### src/rtl/vec_sweep_pkg.sv
// Shared definitions for the vector sweep generator: mode encodings, FSM states, parameter limits.
// Optional build macro used by vec_sweep_gen: VEC_SWEEP_GRAY_ORDER_EN (Gray-code vector ordering).
package vec_sweep_pkg;

  localparam logic [1:0] MODE_OR  = 2'b00;
  localparam logic [1:0] MODE_AND = 2'b01;
  localparam logic [1:0] MODE_XOR = 2'b10;
  localparam logic [1:0] MODE_NOR = 2'b11;

  localparam int N_MIN    = 1;
  localparam int N_MAX    = 16;
  localparam int HOLD_MIN = 1;
  localparam int HOLD_MAX = 255;

  typedef enum logic [1:0] {
    ST_IDLE = 2'b00,
    ST_RUN  = 2'b01,
    ST_DONE = 2'b10
  } state_e;

endpackage

### src/rtl/vec_sweep_ref.sv
// Combinational reference model: reduces the stimulus vector with the latched mode function.
module vec_sweep_ref
  import vec_sweep_pkg::*;
#(
  parameter int N = 4
) (
  input  logic [N-1:0] vec_i,
  input  logic [1:0]   mode_i,
  output logic         expected_o
);

  always_comb begin
    expected_o = 1'b0;
    case (mode_i)
      MODE_OR:  expected_o = |vec_i;
      MODE_AND: expected_o = &vec_i;
      MODE_XOR: expected_o = ^vec_i;
      MODE_NOR: expected_o = ~|vec_i;
      default:  expected_o = 1'b0;
    endcase
  end

endmodule

### src/rtl/vec_sweep_gen.sv
// Exhaustive stimulus sweep over all 2^N vectors, each held HOLD cycles, counting DUT mismatches.
// Build macro VEC_SWEEP_GRAY_ORDER_EN selects Gray-code ordering instead of a binary count.
module vec_sweep_gen
  import vec_sweep_pkg::*;
#(
  parameter int N    = 4,
  parameter int HOLD = 2
) (
  input  logic         clk,
  input  logic         rst_n,
  input  logic         start,
  input  logic [1:0]   mode,
  input  logic         dut_in,
  output logic [N-1:0] vec_out,
  output logic         expected,
  output logic [N:0]   mismatch_cnt,
  output logic         busy,
  output logic         done,
  output logic         pass
);

  localparam int HW = (HOLD > 1) ? $clog2(HOLD) : 1;
  localparam logic [HW-1:0] HOLD_LAST = HW'(HOLD - 1);
  localparam logic [N-1:0]  IDX_LAST  = {N{1'b1}};

  state_e          state_q, state_d;
  logic [N-1:0]    idx_q, idx_d;
  logic [HW-1:0]   hold_q, hold_d;
  logic [1:0]      mode_q, mode_d;
  logic [N:0]      cnt_q, cnt_d;
  logic [N-1:0]    vec_q, vec_d;

  function automatic logic [N-1:0] order_f(input logic [N-1:0] i);
`ifdef VEC_SWEEP_GRAY_ORDER_EN
    return i ^ (i >> 1);
`else
    return i;
`endif
  endfunction

  vec_sweep_ref #(.N(N)) u_ref (
    .vec_i      (vec_q),
    .mode_i     (mode_q),
    .expected_o (expected)
  );

  always_comb begin
    state_d = state_q;
    idx_d   = idx_q;
    hold_d  = hold_q;
    mode_d  = mode_q;
    cnt_d   = cnt_q;
    vec_d   = vec_q;
    case (state_q)
      ST_IDLE, ST_DONE: begin
        if (start) begin
          state_d = ST_RUN;
          idx_d   = '0;
          hold_d  = '0;
          cnt_d   = '0;
          mode_d  = mode;
          vec_d   = order_f('0);
        end
      end
      ST_RUN: begin
        // Only the final hold cycle of each vector is scored; earlier cycles let the DUT settle.
        if (hold_q == HOLD_LAST) begin
          if (dut_in != expected) cnt_d = cnt_q + 1'b1;
          if (idx_q == IDX_LAST) begin
            state_d = ST_DONE;
            vec_d   = '0;
          end else begin
            idx_d  = idx_q + 1'b1;
            hold_d = '0;
            vec_d  = order_f(idx_q + 1'b1);
          end
        end else begin
          hold_d = hold_q + 1'b1;
        end
      end
      default: begin
        state_d = ST_IDLE;
        vec_d   = '0;
      end
    endcase
  end

  always_ff @(posedge clk or negedge rst_n) begin
    if (!rst_n) begin
      state_q <= ST_IDLE;
      idx_q   <= '0;
      hold_q  <= '0;
      mode_q  <= MODE_OR;
      cnt_q   <= '0;
      vec_q   <= '0;
    end else begin
      state_q <= state_d;
      idx_q   <= idx_d;
      hold_q  <= hold_d;
      mode_q  <= mode_d;
      cnt_q   <= cnt_d;
      vec_q   <= vec_d;
    end
  end

  assign vec_out      = vec_q;
  assign mismatch_cnt = cnt_q;
  assign busy         = (state_q == ST_RUN);
  assign done         = (state_q == ST_DONE);
  assign pass         = done && (cnt_q == '0);

endmodule

### config.mk
export PLATFORM = sky130hd
export DESIGN_NAME = vec_sweep_gen
export DESIGN_NICKNAME = d
export VERILOG_FILES = /design/src/rtl/vec_sweep_pkg.sv /design/src/rtl/vec_sweep_ref.sv /design/src/rtl/vec_sweep_gen.sv
export SDC_FILE = /design/constraint.sdc
export NUM_CORES = 1
export LEC_CHECK = 0
export CAP_MARGIN = 20
export CORE_UTILIZATION = 45
export CTS_CLUSTER_DIAMETER = 60
export CTS_CLUSTER_SIZE = 28
export DETAILED_ROUTE_END_ITERATION = 7
export PLACE_DENSITY_LB_ADDON = 0.08
export REMOVE_ABC_BUFFERS = 1
export SYNTH_ARGS = -nofsm -noshare
export SYNTH_HDL_FRONTEND = slang
export SYNTH_HIERARCHICAL = 1
export SYNTH_SLANG_ARGS = --single-unit
### constraint.sdc
create_clock -name clk -period 5.6 [get_ports clk]
set_input_delay 0.84 -clock clk [delete_from_list [all_inputs] [get_ports clk]]
set_output_delay 0.84 -clock clk [all_outputs]
set_load 0.05 [all_outputs]
==> run metrics, run 1 <==
TritonCTS buffer count=3; Ports=19; synthesized area per cell=9.98 um^2; sequential share of the synthesized area=46.0%; Warnings, synthesis=6; Main synth FF type=dfrtp_1; Min Clock Period, post-route=3100 ps; Hold Path Depth=1; Critical Path AT=2260 ps; status=finished clean; Port-buffer cells=18; post-cts sizing count=0; Setup crit end kind=primary output; max-slew violations=0; Post-synth EDFFs=0; std cell rows=16; slew margin rel.=46.9%; setup TNS=0 ps; CP max stage cell=clkdlybuf4s50_1; final setup vio count=0; hold-fix buffers at CTS=0; maximum clock rate=0.322 GHz; share of flip-flops with an asynchronous set or reset=100%; router iterations before antenna repair=4; # DRC=0; clock root cell=clkbuf_4; WL/cell=13.5 um; fin area=1200 um^2; CP Data Required Time=4760 ps; die extent in x=48.6 um; DIE HEIGHT=48.6 um; Synth Area in Adders=8.95%; Startpoint Class=flip-flop; GR Layer Usage met1=22.9%; antenna violations before repair=0; commonest cells in the netlist=dfrtp_1 (18), nand3_1 (11), nand2_1 (9); H-Tree Depth=1; post-route ant nets=0; via count=789; met2 Use GR=33.1%; gr usage total=18.9%; Final period util=55.4%; number of global-route vias before repair=788; largest net degree at the start of global routing=19; XOR/XNOR Fraction of Synth Area=3.58%; Yosys top cell area share=46.0%; RSZ-0062 raised after global routing=false; TritonCTS clock tree=built; dpl hpwl=1.49 mm; post-synth top area cell=dfrtp_1; Post-CTS Setup Repair Bufs=0; Yosys reg bits=18; Crit path largest cell delay=840 ps; mapped cell area=978 um^2; initial DRC count=6; reg2reg path depth=9; GRT overflow=0; critical-path cell list=inv_1 -> ha_1 -> xor2_1 -> nand3_1 -> o21ai_1 -> clkdlybuf4s50_1; Fin. Hold Viols=0; global route hottest layer=met2; core area=2000 um^2; grt met3 use=2.83%; Synth Area in Simple Gates=17.6%; clk_lat worst skew=290 ps; Max Cap Viol=0; share of layout cells above drive strength 1=6.84%; diodes inserted=0; Tightest Pin Transition=795 ps; Final #Nets=132; Cells after Synth=98; first-pass GRT wire length=3.46 mm; Compound-Gate Fraction of Synth Area=17.0%; dpl cell area=1180 um^2; count of different cell masters after synthesis=33; most common cell in the netlist=dfrtp_1; routability cong.=0.846; Max FO, Critical Path=4; die area=2360 um^2; Clock Path Buffers=2; Initial Util=48.9%; synth top area cells=dfrtp_1 (46%), ha_1 (9.0%), nand3_1 (5.6%); clk_skew=4.75 ps; Via density=5.48; DRT Wirelength=1.94 mm; WS Path Type=reg -> out; clk sink count=18; Min-Delay Path Class=reg -> reg; clock slew seen by the registers of the worst setup and hold paths=100 ps; post-synthesis mux area share=2.30%; main combinational cell family by area after synthesis=simple AND/OR/NAND/NOR gates; Syn-to-layout area delta=23.1%
-- through the flow --
stage	setup WS (ps)	cells	utilization, %	hold slack (ps)
6_report	2500	144	60.2	550
5_1_grt	2390	144	60.2	558
4_1_cts	2480	144	60.2	548
3_5_place_dp	2810	141	59.1	522
3_3_place_gp	2870	141	59.1	513
2_1_floorplan	2420	96	-	492
-- registers in the layout, summed over array words and instances, names as in the netlist --
name / count
mismatch_cnt: 5
hold_q: 1
state_q: 2
mode_q: 2
vec_out: 4
idx_q: 4
-- layout make-up --
cell class	count	area, um^2
fillers	179	797
multi-input cells	69	484
flip-flops and latches	18	450
repair buffers	18	180
inverters	9	33.8
well taps	27	33.8
clock buffers	3	22.5
-- worst max-delay path, delay by kind of cell, from the launching register on --
kind | cells | cell delay (ps)
AO/OA/AOI/OAI | 1 | 120
AND/OR/NAND/NOR | 1 | 90
buffers and inverters | 2 | 900
flip-flops | 1 | 400
XOR/XNOR | 1 | 160
adder cells (fa/ha/maj) | 1 | 310
-- layer usage --
metal / wire (um) / part of all wire (%)
met1: 899 / 46
met2: 942 / 49
met3: 59 / 3.0
met4: 38 / 2.0
met5: 0 / 0
-- worst paths after layout --
path,start,to,slack [ps]
setup / recovery,vec_out[2],expected,2500
hold / removal,idx_q[0],vec_out[0],550
setup reg to reg,vec_out[2],mismatch_cnt[4],3360
hold reg to reg,idx_q[0],vec_out[0],550
max in group asynchronous,rst_n,vec_out[0],4110
min in group asynchronous,rst_n,mismatch_cnt[4],1000
-- cells in the final DEF (no fill, tap or decap), types with 2 or more instances in the layout --
| cell | count |
|---|---|
| mux2_2 | 2 |
| clkbuf_4 | 3 |
| ha_1 | 7 |
| a31oi_1 | 2 |
| dfrtp_1 | 18 |
| inv_1 | 8 |
| clkdlybuf4s50_1 | 18 |
| nand3_1 | 11 |
| a22o_1 | 2 |
| a21o_1 | 3 |
| or4_1 | 2 |
| nand2_1 | 9 |
| o21ai_0 | 6 |
| nand2b_1 | 3 |
| xor2_1 | 3 |
| o22ai_1 | 2 |
| nor2_1 | 2 |
-- cell families after synthesis --
group | Yosys count
simple gates | 33
compound gates | 23
flops | 18
buf+inv | 11
fa+ha+maj | 7
xor+xnor | 4
mux | 2
Power of run 1 is not shown: default switching activity piles up to over one toggle a cycle in this logic, so the estimate is an artifact.
==> inputs of run 2 (changes only) <==
==> constraint.sdc (replaced) <==
create_clock -name clk -period 3.2 [get_ports clk]
set_input_delay 0.48 -clock clk [delete_from_list [all_inputs] [get_ports clk]]
set_output_delay 0.48 -clock clk [all_outputs]
set_load 0.05 [all_outputs]
==> results of run 2 <==
The final DEF is identical to that of run 1. Status: finished clean.
Main changes from that run: setup slack after placement 2810 ps -> 770 ps; setup slack after layout 2500 ps -> 458 ps; register-to-register setup slack 3360 ps -> 960 ps
Power of run 2 is left out for the same reason.
==> inputs of run 3 (changes only) <==
--- a/config.mk
+++ b/config.mk
@@ -7,7 +7,7 @@
 export LEC_CHECK = 0
 export CAP_MARGIN = 20
 export CORE_UTILIZATION = 45
-export CTS_CLUSTER_DIAMETER = 60
+export CTS_CLUSTER_DIAMETER = 200
 export CTS_CLUSTER_SIZE = 28
 export DETAILED_ROUTE_END_ITERATION = 7
 export PLACE_DENSITY_LB_ADDON = 0.08
==> results of run 3 <==
The final DEF is identical to that of run 1. Status: finished clean.
Main changes from that run: setup slack after placement 2810 ps -> 770 ps; setup slack after layout 2500 ps -> 458 ps; register-to-register setup slack 3360 ps -> 960 ps
Power of run 3 is left out for the same reason.
